===== src/rtl/fx_sched_pkg.sv =====
// Shared types and defaults for the stereo effect channel scheduler.
// The FSM state encoding lives here so the sub-module and the bench agree.
package fx_sched_pkg;

    localparam int FX_DATA_WIDTH = 32;

    typedef enum logic [2:0] {
        IDLE,
        LEFT_REQ,
        LEFT_WAIT,
        RIGHT_REQ,
        RIGHT_WAIT,
        PUBLISH
    } state_t;

endpackage


===== src/rtl/fx_channel_scheduler_watchdog.sv =====
// fx_watchdog: loadable down-counter whose expiry flag marks the last allowed
// wait cycle. It is only instantiated when FX_SCHED_TIMEOUT_EN is defined.
module fx_watchdog #(
    parameter int W = 4
) (
    input  logic         i_clk,
    input  logic         i_rst,
    input  logic         i_load,
    input  logic [W-1:0] i_load_val,
    input  logic         i_dec,
    output logic         o_expired
);

    logic [W-1:0] r_cnt;

    always_ff @(posedge i_clk) begin
        if (i_rst) begin
            r_cnt <= '0;
        end else if (i_load) begin
            r_cnt <= i_load_val;
        end else if (i_dec && (r_cnt != '0)) begin
            r_cnt <= r_cnt - 1'b1;
        end
    end

    assign o_expired = (r_cnt == W'(1));

endmodule


===== src/rtl/fx_channel_scheduler.sv =====
// Time-shares one effect datapath between the left and right channel of each
// frame. Optional wait-state watchdog is enabled by FX_SCHED_TIMEOUT_EN.
module fx_channel_scheduler
    import fx_sched_pkg::*;
#(
    parameter int DATA_WIDTH = FX_DATA_WIDTH,
    parameter int TIMEOUT    = 15
) (
    input  logic                  CLK,
    input  logic                  rst,
    input  logic                  audio_ready,
    input  logic [DATA_WIDTH-1:0] left_in,
    input  logic [DATA_WIDTH-1:0] right_in,
    input  logic                  en,
    output logic [DATA_WIDTH-1:0] fx_x,
    output logic                  fx_start,
    input  logic                  fx_done,
    input  logic [DATA_WIDTH-1:0] fx_y,
    output logic [DATA_WIDTH-1:0] left_out,
    output logic [DATA_WIDTH-1:0] right_out,
    output logic                  out_valid,
    output logic                  busy,
    output logic                  overrun,
    output logic                  timeout_err,
    input  logic                  flags_clr
);

    state_t                r_state;
    logic [DATA_WIDTH-1:0] r_left;
    logic [DATA_WIDTH-1:0] r_right;
    logic [DATA_WIDTH-1:0] r_lres;
    logic [DATA_WIDTH-1:0] r_fx_x;
    logic [DATA_WIDTH-1:0] r_left_out;
    logic [DATA_WIDTH-1:0] r_right_out;
    logic                  r_en;
    logic                  r_fx_start;
    logic                  r_out_valid;
    logic                  r_overrun;
    logic                  w_busy;
    logic                  w_tmo;

    if (TIMEOUT < 1) begin : g_bad_timeout
        $error("TIMEOUT must be at least 1");
    end

    assign w_busy = (r_state != IDLE);

`ifdef FX_SCHED_TIMEOUT_EN
    localparam int TW = $clog2(TIMEOUT + 1);

    logic w_wait;
    logic w_load;
    logic w_expired;
    logic r_tmo_err;

    assign w_wait = (r_state == LEFT_WAIT) || (r_state == RIGHT_WAIT);
    assign w_load = (r_state == LEFT_REQ) || (r_state == RIGHT_REQ);
    assign w_tmo  = w_wait && w_expired && !fx_done;

    fx_watchdog #(
        .W(TW)
    ) u_wdog (
        .i_clk     (CLK),
        .i_rst     (rst),
        .i_load    (w_load),
        .i_load_val(TW'(TIMEOUT)),
        .i_dec     (w_wait),
        .o_expired (w_expired)
    );

    always_ff @(posedge CLK) begin
        if (rst) begin
            r_tmo_err <= 1'b0;
        end else if (w_tmo) begin
            r_tmo_err <= 1'b1;
        end else if (flags_clr) begin
            r_tmo_err <= 1'b0;
        end
    end

    assign timeout_err = r_tmo_err;
`else
    assign w_tmo       = 1'b0;
    assign timeout_err = 1'b0;
`endif

    always_ff @(posedge CLK) begin
        if (rst) begin
            r_state     <= IDLE;
            r_left      <= '0;
            r_right     <= '0;
            r_lres      <= '0;
            r_fx_x      <= '0;
            r_left_out  <= '0;
            r_right_out <= '0;
            r_en        <= 1'b0;
            r_fx_start  <= 1'b0;
            r_out_valid <= 1'b0;
            r_overrun   <= 1'b0;
        end else begin
            r_fx_start  <= 1'b0;
            r_out_valid <= 1'b0;

            if (audio_ready && w_busy) begin
                r_overrun <= 1'b1;
            end else if (flags_clr) begin
                r_overrun <= 1'b0;
            end

            unique case (r_state)
                IDLE: begin
                    if (audio_ready) begin
                        r_left  <= left_in;
                        r_right <= right_in;
                        r_en    <= en;
                        r_state <= en ? LEFT_REQ : PUBLISH;
                    end
                end
                LEFT_REQ: begin
                    r_fx_x     <= r_left;
                    r_fx_start <= 1'b1;
                    r_state    <= LEFT_WAIT;
                end
                LEFT_WAIT: begin
                    if (fx_done) begin
                        r_lres  <= fx_y;
                        r_state <= RIGHT_REQ;
                    end else if (w_tmo) begin
                        r_lres  <= r_left;
                        r_state <= RIGHT_REQ;
                    end
                end
                RIGHT_REQ: begin
                    r_fx_x     <= r_right;
                    r_fx_start <= 1'b1;
                    r_state    <= RIGHT_WAIT;
                end
                // Effect frames publish on the completion edge so out_valid
                // is high while the FSM sits in PUBLISH.
                RIGHT_WAIT: begin
                    if (fx_done || w_tmo) begin
                        r_left_out  <= r_lres;
                        r_right_out <= fx_done ? fx_y : r_right;
                        r_out_valid <= 1'b1;
                        r_state     <= PUBLISH;
                    end
                end
                PUBLISH: begin
                    if (!r_en) begin
                        r_left_out  <= r_left;
                        r_right_out <= r_right;
                        r_out_valid <= 1'b1;
                    end
                    r_state <= IDLE;
                end
                default: r_state <= IDLE;
            endcase
        end
    end

    assign fx_x      = r_fx_x;
    assign fx_start  = r_fx_start;
    assign left_out  = r_left_out;
    assign right_out = r_right_out;
    assign out_valid = r_out_valid;
    assign busy      = w_busy;
    assign overrun   = r_overrun;

endmodule


===== config.mk =====
export PLATFORM = sky130hd
export DESIGN_NAME = fx_channel_scheduler
export DESIGN_NICKNAME = d
export VERILOG_FILES = /design/src/rtl/fx_sched_pkg.sv /design/src/rtl/fx_channel_scheduler_watchdog.sv /design/src/rtl/fx_channel_scheduler.sv
export SDC_FILE = /design/constraint.sdc
export NUM_CORES = 1
export LEC_CHECK = 0
export ABC_AREA = 1
export CELL_PAD_IN_SITES_DETAIL_PLACEMENT = 1
export CELL_PAD_IN_SITES_GLOBAL_PLACEMENT = 1
export CORE_UTILIZATION = 37
export CTS_CLUSTER_SIZE = 12
export DETAILED_ROUTE_END_ITERATION = 10
export GPL_ROUTABILITY_DRIVEN = 0
export HOLD_SLACK_MARGIN = 0.15
export PLACE_DENSITY_LB_ADDON = 0.1
export SLEW_MARGIN = 25
export SYNTH_ARGS = -nofsm -noshare
export SYNTH_HDL_FRONTEND = slang
export SYNTH_SLANG_ARGS = --single-unit

===== constraint.sdc =====
create_clock -name CLK -period 2.4 [get_ports CLK]
set_input_delay 0.36 -clock CLK [delete_from_list [all_inputs] [get_ports CLK]]
set_output_delay 0.36 -clock CLK [all_outputs]
set_load 0.01 [all_outputs]

Word level (Yosys, flattened, before mapping)
Cells that the tools add are included.

Logic and storage cells: 49. Bits in registers: 199. Output and inout bits: 101.

Muxes and demuxes: 18. Reductions and logical operators: 11. Equality and inequality tests: 9.

Operator list (number): 32-bit one-hot mux with 2 select lines (3); 32-bit two-way mux (4); 3-bit one-hot mux with 5 select lines (1); 3-bit two-way mux (4); 2-bit != test (second input constant) (4); 3-bit by 2-bit == test with 1-bit output (second input constant) (2); 3-bit == test (second input constant) (2); 3-bit AND reduction (2); 2-bit nonzero test (3); 1-bit two-way mux (5); 2-bit AND reduction (2); 3-bit by 1-bit == test with 1-bit output (second input constant) (1); 3-bit zero test (1); 3-bit nonzero test (1); 1-bit one-hot mux with 2 select lines (1); 2-bit OR reduction (1); 1-bit logical AND (1).

Logic depth before layout (Yosys ltp)
Gate-level depths: netlist (run 1).

Word-level depth: 3. Mapped depth: 10. Gate-level depth less buffers: 8.

Least setup slack after synthesis (run 1)
OpenSTA, ideal clock, no wires.

Path kind: reg2reg. From: reg r_state[0]. To: reg r_right[10]. Buffers on the path: 3. Data arrival time: 1.253 ns. Data required time: 2.272 ns. Stages on the path, launching flop included: 8. Path slack: 1.018 ns. Clock period less this slack: 1.382 ns. Library setup time: 0.128 ns. Cell sequence: dfxtp_1 -> buf_2 -> nor2_2 -> nand3_1 -> buf_2 -> clkbuf_1 -> o21ai_0 -> a21oi_1.

Word-level cells in the longest chain between the ends: 2.

RTL lines: start, declared (RTL line fx_channel_scheduler.sv:28) `state_t r_state;`; start signal, assigned (RTL line fx_channel_scheduler.sv:116) `r_state <= en ? LEFT_REQ : PUBLISH;`; 3-bit zero test (RTL line fx_channel_scheduler.sv:110) `unique case (r_state)`; 2-bit AND reduction (no line); end signal, assigned (RTL line fx_channel_scheduler.sv:114) `r_right <= right_in;`; end, declared (RTL line fx_channel_scheduler.sv:30) `logic [DATA_WIDTH-1:0] r_right;`.

No other way between the ends. A chain may end at the register's enable or synchronous reset.

Worst setup path after layout (run 1)
From: reg r_state[0]. To: out busy.

Word-level cells in the longest chain between the ends: 1.

RTL lines: 3-bit nonzero test (RTL line fx_channel_scheduler.sv:46) `assign w_busy = (r_state != IDLE);`; end, declared (RTL line fx_channel_scheduler.sv:22) `output logic busy,`.

No other way between the ends.

==> qor.tcl, run 1 <==
set qor(core_region_area_sq_um) 22100
set qor(synthSimpleGateAreaFrac) 0.282
set qor(cell_rows) 54
set qor(start_util) 0.381
set qor(final.setup_skew_ns) 0.00975
set qor(layout_min_cycle_time_ns) 2.23
set qor(drt-total-wl_mm) 27.5
set qor(hold_path.class) {register to register}
set qor(clkSlewWorstSetupHoldPaths_ns) 0.07
set qor(power.share.combinational) 0.309
set qor(post_cts.repair.setup_buffers) 0
set qor(max_cap_violations) 0
set qor(clk-insertion-delay-late_ns) 0.44
set qor(place.detailed.hpwl_mm) 19.9
set qor(final_cell_area_sq_um) 11300
set qor(number_of_inserted_filler_cells_in_the_final_layout) 2868
set qor(synth_enable_flop_cells) 0
set qor(dieArea_sq_um) 23400
set qor(syn_to_final_growth_pct) 34.0
set qor(track_usage) 0.240
set qor(netlist_area_sq_um) 8420
set qor(total_switching_power_mw) 3.68
set qor(clock_tree_from_tritoncts) {done}
set qor(syn-num-nets) 1377
set qor(synth_top_cell_by_area) {sky130_fd_sc_hd__dfxtp_1}
set qor(synth.mux.area_fraction) 0
set qor(antenna-diode-count) 0
set qor(chipHeight_um) 153
set qor(yosysMostFrequentCell) {sky130_fd_sc_hd__nand2_1}
set qor(worstPathMaxFanout) 10
set qor(outcome) {complete, no violations}
set qor(post_cts.resized_instances) 0
set qor(power_density_nw_per_um2) 930
set qor(cp_slowest_stage_delay_ns) 0.50
set qor(syn_area_per_cell_sq_um) 6.61
set qor(endpoint_kind) {output port}
set qor(p_int_mw) 6.82
set qor(power.sequential.fraction) 0.421
set qor(timing.final.hold_violations) 0
set qor(finalNetCount) 1539
set qor(totalNegativeSetupSlack_ns) 0
set qor(worst_case_reg_to_reg_path_depth) 6
set qor(fin_cells) 1730
set qor(achievable-frequency_mhz) 449
set qor(synth_cell_types) 20
set qor(drc_errors) 0
set qor(cts_htree_levels) 4
set qor(yosys-top-cells-area) {sky130_fd_sc_hd__dfxtp_1 (47%), sky130_fd_sc_hd__nand2_1 (17%), sky130_fd_sc_hd__nor2_1 (8.8%)}
set qor(synth-adder-area-share) 0
set qor(drt.antenna.violating_nets) 0
set qor(whs_path_depth) 2
set qor(avgViaCountPerCell) 4.78
set qor(vias) 8261
set qor(grt_first_pass_wirelength_mm) 43.8
set qor(power_switching_share) 0.350
set qor(pre_cts_worst_setup_slack_ns) 0.304
set qor(netlist_instances) 1275
set qor(report.power.total_mw) 10.5
set qor(synth_ff_type) {sky130_fd_sc_hd__dfxtp_1}
set qor(place_inst) 1698
set qor(maximum_number_of_pins_on_one_net_before_global_route_repair) 80
set qor(setup.worst_path.start_class) {register}
set qor(final.period_utilization) 0.928
set qor(max-clock-path-buffers) 2
set qor(cts_root_buf) {sky130_fd_sc_hd__clkbuf_16}
set qor(antenna_found_initial) 0
set qor(share_clk_of_total_power) 0.270
set qor(cts.sink_count) 199
set qor(cp_data_arrival_time_ns) 1.87
set qor(dr.pass1.iters) 5
set qor(cp_slowest_cell) {sky130_fd_sc_hd__clkdlybuf4s50_1}
set qor(combinational_family_with_the_most_area_after_synthesis) {simple AND/OR/NAND/NOR gates}
set qor(synthArstFlopShare) 0
set qor(cp_cell_sequence) {buf_4, nor2_2, nand2_1, clkdlybuf4s50_1}
set qor(synth_seq_cells) 199
set qor(grt_setup_unrepaired) {false}
set qor(grt_pass1_vias) 7892
set qor(vdd_ir_drop_max_v) 0.000406
set qor(synthXorXnorAreaFrac) 0
set qor(synth_sequential_area_ratio) 0.473
set qor(p_leak_nw) 4.90
set qor(wl_per_cell_um) 15.9
set qor(final-max-slew-violation-count) 0
set qor(drive_above_1_share) 0.0448
set qor(globalRouteOverflowTotal) 0
set qor(post_dp_cell_area_sq_um) 10700
set qor(yosysTopAreaCellShare) 0.473
set qor(ioPinCount) 203
set qor(drt_first_iter_violations) 492
set qor(cp.required_ns) 2.04
set qor(place.port_buffers) 201
set qor(yosys_warnings) 0
set qor(cts_buffer_count) 17
set qor(postCtsHoldBufs) 0
set qor(die_width_um) 153
set qor(setup.worst_path.class) {register to output port}
set qor(final-setup-viol-count) 0
set qor(synth_compound_gate_area_share) 0.135
set qor(synthTopCellsByCount) {sky130_fd_sc_hd__nand2_1 (384), sky130_fd_sc_hd__dfxtp_1 (199), sky130_fd_sc_hd__nor2_1 (197), sky130_fd_sc_hd__inv_1 (145), sky130_fd_sc_hd__o21ai_0 (128)}
set qor(worst_slack_ns) 0.172
sequential cells by signal (all words and copies together) (netlist names):
| register | cells |
|---|---|
| r_state | 3 |
| right_out | 32 |
| r_en | 1 |
| fx_start | 1 |
| left_out | 32 |
| r_right | 32 |
| fx_x | 32 |
| r_lres | 32 |
| r_left | 32 |
| out_valid | 1 |
| overrun | 1 |
layout by cell type (no fill, tap or decap), types with 2 or more instances in the layout:
| cell | instances |
|---|---|
| sky130_fd_sc_hd__o21ai_0 | 128 |
| sky130_fd_sc_hd__buf_12 | 8 |
| sky130_fd_sc_hd__o21ai_1 | 5 |
| sky130_fd_sc_hd__nand3b_1 | 2 |
| sky130_fd_sc_hd__clkinvlp_4 | 4 |
| sky130_fd_sc_hd__inv_8 | 2 |
| sky130_fd_sc_hd__clkbuf_16 | 17 |
| sky130_fd_sc_hd__clkdlybuf4s50_1 | 201 |
| sky130_fd_sc_hd__clkinv_2 | 2 |
| sky130_fd_sc_hd__inv_1 | 144 |
| sky130_fd_sc_hd__nand2_1 | 382 |
| sky130_fd_sc_hd__inv_2 | 4 |
| sky130_fd_sc_hd__nand3_1 | 28 |
| sky130_fd_sc_hd__nor2_1 | 197 |
| sky130_fd_sc_hd__nand2_2 | 3 |
| sky130_fd_sc_hd__dfxtp_1 | 199 |
| sky130_fd_sc_hd__a21oi_1 | 95 |
| sky130_fd_sc_hd__buf_4 | 14 |
| sky130_fd_sc_hd__inv_6 | 5 |
area by class of cell:
type / count / area (sq um) / share of cell area
Clock buffer: 18 / 429 / 0.0380
Clock inverter: 14 / 136 / 0.0121
Inverter: 149 / 562 / 0.0498
Multi-Input combinational cell: 847 / 3550 / 0.314
Sequential cell: 199 / 3980 / 0.353
Tap cell: 280 / 350 / 0.0310
Timing Repair Buffer: 223 / 2280 / 0.202
metrics by stage:
step / util / hold WS (ns)
2_1_floorplan: - / 0.421
3_3_place_gp: 0.485 / 0.436
3_5_place_dp: 0.485 / 0.444
4_1_cts: 0.511 / 0.455
5_1_grt: 0.511 / 0.489
6_report: 0.511 / 0.453
cell families (layout without fill, tap and decap cells):
logic type | after synthesis | in the layout
buffers and inverters | 229 | 404
and+or+nand+nor | 618 | 618
other | 1 | 1
DFF | 199 | 199
AOI/OAI and AO/OA | 228 | 228
worst max-delay path: cells and delay by family, from the launching register on:
kind | cells | cell delay (ns)
buf+inv | 2 | 0.68
simple gates | 2 | 0.43
flops | 1 | 0.32
final timing paths:
| path | from | endpoint | slack (ns) |
|---|---|---|---|
| max | r_state[0]$_SDFFE_PP0P_ | busy | 0.17 |
| min | r_en$_SDFFE_PP0P_ | r_en$_SDFFE_PP0P_ | 0.45 |
| max reg2reg | r_state[2]$_SDFFE_PP0P_ | fx_x[13]$_SDFFE_PP0P_ | 0.38 |
| min reg2reg | r_en$_SDFFE_PP0P_ | r_en$_SDFFE_PP0P_ | 0.45 |
power groups by stage:
stage	sequential, mW	combinational [mW]	clock, mW
floorplan	4.47	1.74	0
global placement	4.46	3.16	0
detailed placement	4.49	3.25	0
CTS	4.42	3.28	2.90
global route	4.49	3.64	3.03
finish	4.42	3.25	2.83
layer usage:
metal / GRT usage / up-vias / part of all wire
met2: 0.334 / 188 / 0.40
met3: 0.0360 / 21 / 0.040
met1: 0.378 / 3836 / 0.55
li1: - / 4216 / -
met5: 0 / - / 0
met4: 0.0630 / 0 / 0.012
Note: power is estimated with default switching activity, not from simulation.
==> inputs of run 2 (changes only) <==
--- a/config.mk
+++ b/config.mk
@@ -14,7 +14,7 @@
 export GPL_ROUTABILITY_DRIVEN = 0
 export HOLD_SLACK_MARGIN = 0.15
 export PLACE_DENSITY_LB_ADDON = 0.1
-export SLEW_MARGIN = 25
+export SLEW_MARGIN = 20
 export SYNTH_ARGS = -nofsm -noshare
 export SYNTH_HDL_FRONTEND = slang
 export SYNTH_SLANG_ARGS = --single-unit
==> results of run 2 <==
The final DEF is identical to that of run 1; final timing and power are the same.
==> inputs of run 3 (changes only) <==
--- a/config.mk
+++ b/config.mk
@@ -8,7 +8,7 @@
 export ABC_AREA = 1
 export CELL_PAD_IN_SITES_DETAIL_PLACEMENT = 1
 export CELL_PAD_IN_SITES_GLOBAL_PLACEMENT = 1
-export CORE_UTILIZATION = 37
+export CORE_UTILIZATION = 34
 export CTS_CLUSTER_SIZE = 12
 export DETAILED_ROUTE_END_ITERATION = 10
 export GPL_ROUTABILITY_DRIVEN = 0
==> constraint.sdc (replaced) <==
create_clock -name CLK -period 2.5 [get_ports CLK]
set_input_delay 0.375 -clock CLK [delete_from_list [all_inputs] [get_ports CLK]]
set_output_delay 0.375 -clock CLK [all_outputs]
set_load 0.01 [all_outputs]
==> qor.tcl, run 3 (synthesis gave the netlist of run 1 again) <==
set qor(timing.final.hold_violations) 0 ;# unchanged
set qor(power.share.combinational) 0.304 ;# -0.005
set qor(post_cts.repair.setup_buffers) 0 ;# unchanged
set qor(number_of_inserted_filler_cells_in_the_final_layout) 3108 ;# +8.4%
set qor(share_clk_of_total_power) 0.278 ;# +0.008
set qor(whs_path_depth) 2 ;# unchanged
set qor(place.detailed.hpwl_mm) 20.0 ;# +0.69%
set qor(maximum_number_of_pins_on_one_net_before_global_route_repair) 85 ;# +6.3%
set qor(clkSlewWorstSetupHoldPaths_ns) 0.08 ;# about the same
set qor(core_region_area_sq_um) 24300 ;# +10%
set qor(cp_cell_sequence) {buf_4, nor2_2, nand2_1, clkdlybuf4s50_1}
set qor(met3_length_mm) 1.19 ;# +6.5%
set qor(antenna_found_initial) 0 ;# unchanged
set qor(vdd_ir_drop_max_v) 0.000382 ;# -5.9%
set qor(cp_slowest_stage_delay_ns) 0.51 ;# about the same
set qor(register_area_sq_um) 3980 ;# unchanged
set qor(setup.worst_path.start_class) {register}
set qor(cp.required_ns) 2.12 ;# +0.08 ns
set qor(drt_first_iter_violations) 535 ;# +8.7%
set qor(worst_slack_ns) 0.244 ;# +0.0725 ns
set qor(vias) 8258 ;# -0.036%
set qor(die_width_um) 159 ;# +4.3%
set qor(totalNegativeSetupSlack_ns) 0 ;# unchanged
set qor(achievable-frequency_mhz) 443
set qor(terminus_of_the_critical_flop_to_flop_path) {fx_x[8]$_SDFFE_PP0P_}
set qor(dr.pass1.iters) 4 ;# -1
set qor(globalRouteOverflowTotal) 0 ;# unchanged
set qor(drt-total-wl_mm) 28.0 ;# +1.8%
set qor(power_switching_share) 0.354 ;# +0.00349
set qor(max-clock-path-buffers) 2 ;# unchanged
set qor(place.port_buffers) 201 ;# unchanged
set qor(cts_htree_levels) 4 ;# unchanged
set qor(hold_path.class) {register to register}
set qor(mostFrequentLayoutCell) {sky130_fd_sc_hd__nand2_1}
set qor(drt.antenna.violating_nets) 0 ;# unchanged
set qor(chipHeight_um) 159 ;# +4.3%
set qor(cts_buffer_count) 17 ;# unchanged
set qor(antenna-diode-count) 0 ;# unchanged
set qor(multiInputGateArea_sq_um) 3550 ;# unchanged
set qor(clk-insertion-delay-late_ns) 0.44 ;# about the same
set qor(pre_cts_worst_setup_slack_ns) 0.530 ;# +0.226 ns
set qor(cts_root_buf) {sky130_fd_sc_hd__clkbuf_16}
set qor(cp_data_arrival_time_ns) 1.88 ;# about the same
set qor(timing.reg2reg.setup_slack_ns) 0.53 ;# +0.15 ns
set qor(final-max-slew-violation-count) 0 ;# unchanged
set qor(grt_first_pass_wirelength_mm) 44.5 ;# +1.7%
set qor(finalNetCount) 1540 ;# +0.065%
set qor(rr_startpoint) {r_state[2]$_SDFFE_PP0P_}
set qor(wl_met1_mm) 14.6 ;# -2.9%
set qor(avgViaCountPerCell) 4.65 ;# -2.6%
set qor(clock_tree_from_tritoncts) {done}
set qor(dieArea_sq_um) 25400 ;# +8.7%
set qor(power_density_nw_per_um2) 892 ;# -4.1%
set qor(power.sequential.fraction) 0.418 ;# -0.003
set qor(cts.sink_count) 199 ;# unchanged
set qor(timing.hold.worst.start) {r_left[11]$_SDFFE_PP0P_}
set qor(total_switching_power_mw) 3.58 ;# -2.6%
set qor(grt_pass1_vias) 7954 ;# +0.79%
set qor(p_int_mw) 6.54 ;# -4.0%
set qor(met2WireLength_mm) 12.1 ;# +9.4%
set qor(worstPathMaxFanout) 17 ;# +7
set qor(outcome) {complete, no violations}
set qor(start_util) 0.346 ;# -0.0349
set qor(cell_rows) 57 ;# +5.6%
set qor(setup.worst_path.class) {register to output port}
set qor(drc_errors) 0 ;# unchanged
set qor(max_cap_violations) 0 ;# unchanged
set qor(grt_setup_unrepaired) {false}
set qor(top_signal_layer_used) {met4}
set qor(track_usage) 0.223 ;# -0.0171
set qor(wl_per_cell_um) 15.8 ;# -0.76%
set qor(min_to) {r_left[11]$_SDFFE_PP0P_}
set qor(final.period_utilization) 0.902
set qor(layout_min_cycle_time_ns) 2.26
set qor(worst_case_reg_to_reg_path_depth) 6 ;# unchanged
set qor(p_leak_nw) 4.92 ;# +0.45%
set qor(final-setup-viol-count) 0 ;# unchanged
set qor(layout_common_cells) {sky130_fd_sc_hd__nand2_1 (382), sky130_fd_sc_hd__clkdlybuf4s50_1 (201), sky130_fd_sc_hd__dfxtp_1 (199)}
set qor(final.setup_skew_ns) 0.0117 ;# +0.00199 ns
set qor(post_cts.resized_instances) 0 ;# unchanged
set qor(drive_above_1_share) 0.0455 ;# +0.000658
set qor(cp_slowest_cell) {sky130_fd_sc_hd__clkdlybuf4s50_1}
set qor(postCtsHoldBufs) 0 ;# unchanged
set qor(ioPinCount) 203 ;# unchanged
set qor(endpoint_kind) {output port}
set qor(syn_to_final_growth_pct) 34.8
## run 3: cell count changes in the layout (fill, tap and decap cells not counted), sizes merged
cell,previous run,this run
clkinvlp,4,0
clkinv,2,5
buf,22,23
inv,156,157
## run 3: layout make-up
| cell class | instances | area share |
|---|---|---|
| well taps | 324 | 0.0357 |
| flip-flops and latches | 199 | 0.351 |
| inverters | 149 | 0.0495 |
| repair buffers | 224 | 0.199 |
| clock inverters | 14 | 0.0143 |
| multi-input cells | 847 | 0.313 |
| clock buffers | 18 | 0.0378 |
## run 3: worst max-delay path, delay by kind of cell (launching register included)
kind                   cells  cell delay, ns
buffers and inverters      2            0.71
and+or+nand+nor            2            0.43
DFF                        1            0.32
## run 3: worst max-delay path by stage
stage                             from                      to  slack (ns)  cells after the start
2_1_floorplan                      rst  r_left[0]$_SDFFE_PP0P_        1.11                      6
3_5_place_dp   r_state[2]$_SDFFE_PP0P_    fx_x[8]$_SDFFE_PP0P_        0.53                      6
3_3_place_gp                   fx_done  r_lres[4]$_SDFFE_PP0P_        0.58                      7
5_1_grt        r_state[0]$_SDFFE_PP0P_                    busy        0.14                      4
4_1_cts        r_state[0]$_SDFFE_PP0P_                    busy        0.21                      4
6_report       r_state[0]$_SDFFE_PP0P_                    busy        0.24                      4
## run 3: power by group through the flow
stage / combinational, mW / sequential (mW) / clock (mW)
after floorplan: 1.67 / 4.29 / 0
after global placement: 3.03 / 4.28 / 0
after detailed placement: 3.10 / 4.30 / 0
after CTS: 3.12 / 4.24 / 2.88
after global routing: 3.46 / 4.31 / 3.01
final: 3.08 / 4.23 / 2.82
## run 3: layer usage
layer	vias up	GRT usage
li1	4220	-
met1	3864	0.335
met5	-	0
met2	164	0.337
met4	0	0.0420
met3	10	0.0349
## run 3: metrics by stage
stage | std cells | power, mW | hold WS (ns) | utilization | cell area [sq um]
6_report | 1775 | 10.1 | 0.466 | 0.467 | 11400
5_1_grt | 1775 | 10.8 | 0.488 | 0.467 | 11400
4_1_cts | 1775 | 10.2 | 0.470 | 0.467 | 11400
3_5_place_dp | 1743 | 7.40 | 0.459 | 0.442 | 10800
3_3_place_gp | 1743 | 7.31 | 0.433 | 0.442 | 10800
2_1_floorplan | 1275 | 5.96 | 0.421 | - | 8420
